==> src/rtl/avm_sram_wide_controller.sv <==
// rtl/avm_sram_wide_controller.sv - Avalon-MM slave that splits wide accesses into narrow async SRAM sub-word cycles
module avm_sram_wide_controller #(
   parameter int AVM_DW      = 32,
   parameter int SRAM_DW     = 16,
   parameter int SRAM_AW     = 18,
   parameter int AVM_AW      = 20,
   parameter int WAIT_CYCLES = 0
) (
   input  logic                 clk,
   input  logic                 reset_n,
   input  logic [AVM_AW-1:0]    avm_address,
   input  logic [AVM_DW/8-1:0]  avm_byteenable,
   input  logic                 avm_read,
   input  logic                 avm_write,
   input  logic [AVM_DW-1:0]    avm_writedata,
   output logic                 avm_waitrequest,
   output logic [AVM_DW-1:0]    avm_readdata,
   output logic                 avm_readdatavalid,
   output logic [SRAM_AW-1:0]   sram_addr,
   output logic [SRAM_DW-1:0]   sram_writedata,
   input  logic [SRAM_DW-1:0]   sram_readdata,
   output logic                 sram_ce_n,
   output logic                 sram_oe_n,
   output logic                 sram_we_n,
   output logic [SRAM_DW/8-1:0] sram_be_n
);

   localparam int R   = AVM_DW / SRAM_DW;
   localparam int L   = SRAM_DW / 8;
   localparam int BEW = AVM_DW / 8;
   localparam int BSH = $clog2(BEW);
   localparam int KW  = (R > 1) ? $clog2(R) : 1;

   localparam logic [1:0] S_IDLE   = 2'd0;
   localparam logic [1:0] S_ACCESS = 2'd1;
   localparam logic [1:0] S_RESP   = 2'd2;

   localparam logic [1:0]         LAST_CNT = 2'(WAIT_CYCLES);
   localparam logic [SRAM_AW-1:0] R_W      = SRAM_AW'(R);

   logic [1:0]         state_q, state_d;
   logic [KW-1:0]      k_q, k_d;
   logic [1:0]         cnt_q, cnt_d;
   logic               wr_q, wr_d;
   logic [SRAM_AW-1:0] base_q, base_d;
   logic [BEW-1:0]     be_q, be_d;
   logic [AVM_DW-1:0]  wdata_q, wdata_d;
   logic [AVM_DW-1:0]  buf_q, buf_d;
   logic [AVM_DW-1:0]  rdata_q, rdata_d;

   logic [SRAM_AW-1:0] word_idx;
   logic [SRAM_AW-1:0] base_acc;
   logic               first_found;
   logic [KW-1:0]      first_k;
   logic               nxt_found;
   logic [KW-1:0]      nxt_k;

   // Wide word index scaled to SRAM words; truncation to SRAM_AW gives the wrap-around.
   assign word_idx = SRAM_AW'(avm_address >> BSH);
   assign base_acc = word_idx * R_W;

   // Lowest sub-word of an incoming write that has any lane enabled.
   always_comb begin
      first_found = 1'b0;
      first_k     = '0;
      for (int i = R - 1; i >= 0; i--) begin
         if (|avm_byteenable[i*L +: L]) begin
            first_found = 1'b1;
            first_k     = KW'(i);
         end
      end
   end

   // Next sub-word after the current one; reads take every sub-word, writes skip empty ones.
   always_comb begin
      nxt_found = 1'b0;
      nxt_k     = '0;
      for (int i = R - 1; i >= 0; i--) begin
         if ((KW'(i) > k_q) && (!wr_q || (|be_q[i*L +: L]))) begin
            nxt_found = 1'b1;
            nxt_k     = KW'(i);
         end
      end
   end

   // Command acceptance, sub-word sequencing and read-data assembly.
   always_comb begin
      state_d = state_q;
      k_d     = k_q;
      cnt_d   = cnt_q;
      wr_d    = wr_q;
      base_d  = base_q;
      be_d    = be_q;
      wdata_d = wdata_q;
      buf_d   = buf_q;
      rdata_d = rdata_q;
      case (state_q)
         S_IDLE: begin
            if (avm_write || avm_read) begin
               wr_d    = avm_write;
               base_d  = base_acc;
               be_d    = avm_byteenable;
               wdata_d = avm_writedata;
               cnt_d   = '0;
               if (avm_write) begin
                  k_d = first_k;
                  // A write with no lanes enabled completes without touching the SRAM.
                  if (first_found) state_d = S_ACCESS;
               end else begin
                  k_d     = '0;
                  state_d = S_ACCESS;
               end
            end
         end
         S_ACCESS: begin
            if (cnt_q == LAST_CNT) begin
               cnt_d = '0;
               if (!wr_q) buf_d[k_q*SRAM_DW +: SRAM_DW] = sram_readdata;
               if (nxt_found) begin
                  k_d = nxt_k;
               end else if (wr_q) begin
                  state_d = S_IDLE;
               end else begin
                  // Publish only complete words so avm_readdata holds between reads.
                  state_d = S_RESP;
                  rdata_d = buf_d;
               end
            end else begin
               cnt_d = cnt_q + 2'd1;
            end
         end
         S_RESP:  state_d = S_IDLE;
         default: state_d = S_IDLE;
      endcase
   end

   // State registers; reset abandons any access in flight.
   always_ff @(posedge clk or negedge reset_n) begin
      if (!reset_n) begin
         state_q <= S_IDLE;
         k_q     <= '0;
         cnt_q   <= '0;
         wr_q    <= 1'b0;
         base_q  <= '0;
         be_q    <= '0;
         wdata_q <= '0;
         buf_q   <= '0;
         rdata_q <= '0;
      end else begin
         state_q <= state_d;
         k_q     <= k_d;
         cnt_q   <= cnt_d;
         wr_q    <= wr_d;
         base_q  <= base_d;
         be_q    <= be_d;
         wdata_q <= wdata_d;
         buf_q   <= buf_d;
         rdata_q <= rdata_d;
      end
   end

   assign avm_waitrequest   = (state_q != S_IDLE);
   assign avm_readdatavalid = (state_q == S_RESP);
   assign avm_readdata      = rdata_q;

   // SRAM pins decode straight from state so reset parks them without waiting for a clock.
   always_comb begin
      sram_ce_n      = 1'b1;
      sram_oe_n      = 1'b1;
      sram_we_n      = 1'b1;
      sram_be_n      = '1;
      sram_addr      = '0;
      sram_writedata = '0;
      if (state_q == S_ACCESS) begin
         sram_ce_n = 1'b0;
         sram_addr = base_q + SRAM_AW'(k_q);
         if (wr_q) begin
            sram_we_n      = 1'b0;
            sram_be_n      = ~be_q[k_q*L +: L];
            sram_writedata = wdata_q[k_q*SRAM_DW +: SRAM_DW];
         end else begin
            sram_oe_n = 1'b0;
            sram_be_n = '0;
         end
      end
   end

endmodule

==> config.mk <==
export PLATFORM = sky130hd
export DESIGN_NAME = avm_sram_wide_controller
export DESIGN_NICKNAME = d
export VERILOG_FILES = /design/src/rtl/avm_sram_wide_controller.sv
export SDC_FILE = /design/constraint.sdc
export NUM_CORES = 1
export LEC_CHECK = 0
export ABC_AREA = 0
export CAP_MARGIN = 0
export CELL_PAD_IN_SITES_DETAIL_PLACEMENT = 0
export CELL_PAD_IN_SITES_GLOBAL_PLACEMENT = 1
export CORE_MARGIN = 2
export CORE_UTILIZATION = 25
export CTS_CLUSTER_SIZE = 8
export DETAILED_ROUTE_END_ITERATION = 16
export HOLD_SLACK_MARGIN = 0.06
export PLACE_DENSITY_LB_ADDON = 0.15
export SETUP_SLACK_MARGIN = 0.1
export SKIP_CTS_REPAIR_TIMING = 1
export SLEW_MARGIN = 10
export SYNTH_ARGS = -nofsm -noshare
export SYNTH_HDL_FRONTEND = slang
export SYNTH_SLANG_ARGS = --single-unit
==> constraint.sdc <==
create_clock -name clk -period 2 [get_ports clk]
set_input_delay 0.2 -clock clk [delete_from_list [all_inputs] [get_ports clk]]
set_output_delay 0.2 -clock clk [all_outputs]
set_load 0.03 [all_outputs]
# Yosys cells after proc, flatten, opt, wreduce, memory -nomap -nowiden
# Cells that the tools add are included.
[word_totals] register_bits=123 in_bits=76 out_inout_bits=73 wordCells=81
[classes] add_sub_neg=3 n_lt_le_gt_ge=2 eq_ne=7 shift=4 n_mux=33 n_bitwise=3 n_reduce_logical=20
[ops] op="5-bit negation with 34-bit output" count=1
[ops] op="16-bit by 34-bit variable shift with 32-bit output, first input constant" count=1
[ops] op="16-bit by 34-bit variable part select with 32-bit output" count=1
[ops] op="32-bit bitwise mux" count=1
[ops] op="16-bit 2-to-1 mux" count=2
[ops] op="32-bit 2-to-1 mux" count=1
[ops] op="32-bit by 6-bit variable part select with 16-bit output" count=1
[ops] op="2-bit 2-to-1 mux" count=10
[ops] op="18-bit by 1-bit adder with 18-bit output" count=1
[ops] op="18-bit 2-to-1 mux" count=1
[ops] op="1-bit 2-to-1 mux" count=15
[ops] op="4-bit AND reduction" count=3
[ops] op="2-bit != test, second input constant" count=4
[ops] op="2-bit case mux with 2 select lines" count=2
[ops] op="2-bit OR reduction" count=4
[ops] op="2-bit AND reduction" count=3
[ops] op="2-bit logical NOT" count=2
[ops] op="2-bit nonzero test" count=2
[ops] op="4-bit by 3-bit variable part select with 2-bit output" count=1
[ops] op="1-bit logical OR" count=3
[ops] op="3-bit != test, second input constant" count=1
[ops] op="2-bit by 1-bit adder with 2-bit output, second input constant" count=1
[ops] op="2-bit by 1-bit == test with 1-bit output, second input constant" count=1
[ops] op="2-bit == test, second input constant" count=1
[ops] op="other kinds (6)" count=9

# Logic depth before layout (Yosys ltp)
[depth] word_depth=8 ltp_mapped=6 ltp_nobuf=5

# Worst setup path before layout
# No wires, ideal clock.
[synth_timing] path_type="register to output" startpoint="register state_q[1]" endpoint="output sram_writedata[10]" arrival_time_ps=1596 t_required_ps=1800 setup_slack_ps=204 path_stages_with_launch=6 n_path_buf=2 cell_sequence="dfrtp_1 and2b_1 buf_2 nand2_1 buf_2 nor2_1"
[synth_between] elab_chain_cells=2
[synth_lines] element="start: declaration" line_no="41" rtl="logic [1:0] state_q, state_d;"
[synth_lines] element="start signal: assignment" line_no="150" rtl="state_q <= state_d;"
[synth_lines] element="2-bit by 1-bit == test with 1-bit output" line_no="174" rtl="if (state_q == S_ACCESS) begin"
[synth_lines] element="16-bit 2-to-1 mux" line_no="174"
[synth_lines] element="end: declaration" line_no="20" rtl="output logic [SRAM_DW-1:0] sram_writedata,"
# Every way passes these cells.

# Final worst setup path
[layout_timing] startpoint="register state_q[1]" endpoint="output sram_addr[6]"
[layout_between] elab_chain_cells=2
[layout_lines] element="2-bit by 1-bit == test with 1-bit output" line_no="174"
[layout_lines] element="18-bit 2-to-1 mux" line_no="174"
[layout_lines] element="end: declaration" line_no="19" rtl="output logic [SRAM_AW-1:0] sram_addr,"
# Every way passes these cells.

==> flow_summary_export.csv <==
group,metric,value,unit
routing,via_per_inst,4.170,
pwr,pwr_density_cell,1899,nW/µm²
final_layout,final_net_count,548,
placed_design,post-place-ws,0.2222,ns
routing,vias,2936,
final_layout,layout-drive-gt1-share,0.3621,
sta,fmax,548.6,MHz
final_layout,final_common_cell,"dfrtp_1",
sta,finalCritPeriodShare,0.9115,
sta,hold_viol_final,0,
sta,holdWs,0.3583,ns
clocking,clkTransAtPathRegs,0.07,ns
grt,grt_pass1_vias,3238,
placed_design,port_buffers,145,
final_layout,final_cell_mix,"106 x dfrtp_1, 104 x clkdlybuf4s50_1, 82 x mux2_2",
hold_path,min_path_type,"input pin to asynchronous set/reset pin",
grt,grt_max_degree,49,
clocking,h-tree-depth,3,
sta,setup_viol,0,
critical_path,worstPathMaxFanout,18,
grt,grt_overflow_total,0,
critical_path,crit_required,1.80,ns
routing,avgRoutedWirePerCell,15.28,µm
critical_path,crit_path_end_kind,"output pin",
routing,routed_wl,10.76,mm
pwr,leakage,2.995,nW
clocking,root_buffer,"clkbuf_16",
grt,grt_first_pass_wirelength,17.39,mm
die,core_area,17900,µm²
clocking,cts.sink_count,107,
synth,synth_cells,317,
critical_path,crit_path_start_kind,"flop",
sta,grt_setup_unrepaired,"true",
die,row_count,49,
sta,fin_crit,1.823,ns
final_layout,fillers,1716,
die,die_h,138.7,µm
synth,ys_seq_area_frac,0.5903,
final_layout,final_core_util,0.3773,
final_layout,num_antenna_cells,0,
clocking,cts_tree,"done",
clocking,numCtsBuffers,9,
die,die-area,19240,µm²
routing,drc,0,
synth,synth.net_count,395,
routing,postRouteAntennaNets,0,
synth,ys_types,28,
critical_path,r2r_slack,0.26,ns
routing,dr.pass1.iters,4,
die,die_w,138.7,µm
sta,maxSlewHeadroom,0.6857,
grt,antenna_found_initial,0,
sta,fin_skew,0.007615,ns
final_layout,area_growth_syn_to_layout,48.94,%
placed_design,routabilityCongestion,0.6666,
critical_path,worstPathArrival,1.62,ns
synth,synthesis.area,4536,µm²
routing,drt_iter0_drc,67,
run,cap_violations,0,
synth,post_synth.cell_area_avg,14.31,µm²
die,start_util,0.2534,
sta,maxSlewViolCount,0,
synth,ys_ff_latch,107,
synth,yosysWarnings,0,
run_status,status,"complete, no violations",
sta,worst_slew_pin_slew,0.4715,ns
die,io_pins,149,
pwr,ir_worst_vdd,0.7863,mV
grt,grt_usage,0.1154,
clocking,cts_buffer_depth,2,
placed_design,place_hpwl,7.609,mm
critical_path,path_class,"flop to output pin",
clocking,clk_latency,0.34,ns
sta,layout_setup_ws,0.1771,ns
==> synth_stat cells <==
master | number | area, µm²
nand4b_1 | 1 | 8.760
nand2b_1 | 1 | 6.260
a22oi_1 | 1 | 7.510
and2_1 | 18 | 112.6
o21ai_0 | 2 | 10.01
dfrtp_1 | 107 | 2678
inv_1 | 5 | 18.77
o31ai_1 | 2 | 15.01
mux2_4 | 9 | 135.1
buf_6 | 2 | 22.52
mux2i_1 | 18 | 180.2
buf_4 | 1 | 7.510
buf_2 | 13 | 65.06
nor2_1 | 21 | 78.83
ha_1 | 2 | 25.02
nand2_1 | 9 | 33.78
nor3_4 | 1 | 16.27
and2b_1 | 1 | 7.510
nor2b_1 | 1 | 6.260
a21oi_1 | 1 | 5.000
a22o_1 | 1 | 8.760
mux2_2 | 82 | 923.4
o211ai_1 | 1 | 7.510
mux2_1 | 10 | 112.6
a2bb2oi_1 | 1 | 8.760
clkbuf_1 | 3 | 11.26
o21ai_2 | 1 | 8.760
nor3b_1 | 2 | 15.01
==> critical path, cell delays in order (launching register included) <==
cell,delay (ns)
dfrtp_1,0.40
and2b_4,0.32
buf_4,0.14
buf_12,0.13
and2_1,0.15
buf_6,0.14
==> flip-flops by register name, indices dropped and copies added, names as in the netlist <==
signal        flops
cnt_q             2
k_q               1
be_q              4
state_q           2
base_q           17
wr_q              1
avm_readdata     32
buf_q            16
wdata_q          32
==> metrics by stage <==
step | TNS, ns | total power, mW | area [µm²] | instances
floorplan | 0 | 8.069 | 4536 | 317
detailed placement | 0 | 10.62 | 6277 | 685
finish | 0 | 12.83 | 6755 | 704
CTS | -0.8994 | 12.74 | 6621 | 701
global placement | 0 | 10.49 | 6277 | 685
global route | 0 | 13.67 | 6755 | 704
==> power breakdown <==
group          switching, mW  internal [mW]
sequential             0.566           3.28
combinational           3.52           3.43
clock                  0.776           1.26
==> metal layers <==
layer	track usage	part of all wire
met5	0	0
met4	0.03987	0.0097
met3	0.04420	0.068
met2	0.1845	0.46
met1	0.1439	0.46
==> cell type report <==
| cell class | instances | area [µm²] | share of cell area |
|---|---|---|---|
| multi-input cells | 186 | 1779 | 0.2634 |
| clock buffers | 12 | 246.5 | 0.03649 |
| well taps | 229 | 286.5 | 0.04242 |
| clock inverters | 4 | 97.59 | 0.01445 |
| flip-flops and latches | 107 | 2679 | 0.3966 |
| repair buffers | 161 | 1648 | 0.2439 |
| inverters | 5 | 18.77 | 0.002778 |
==> worst paths after layout <==
check | endpoint | depth (start not counted) | start
max in group asynchronous | k_q | 3 | reset_n
max | sram_addr[6] | 5 | state_q[1]
max reg2reg | buf_q[3] | 6 | state_q[1]
min reg2reg | state_q[0] | 1 | state_q[1]
min | base_q[4] | 2 | reset_n
min in group clk | state_q[0] | 1 | state_q[1]
==> logic make-up after synthesis <==
family,synth area share
muxes,0.2979
DFF,0.5903
and+or+nand+nor,0.06290
buffers and inverters,0.02759
AOI/OAI and AO/OA,0.01572
adders and majority gates,0.005516
(Power assumes the default switching activity.)
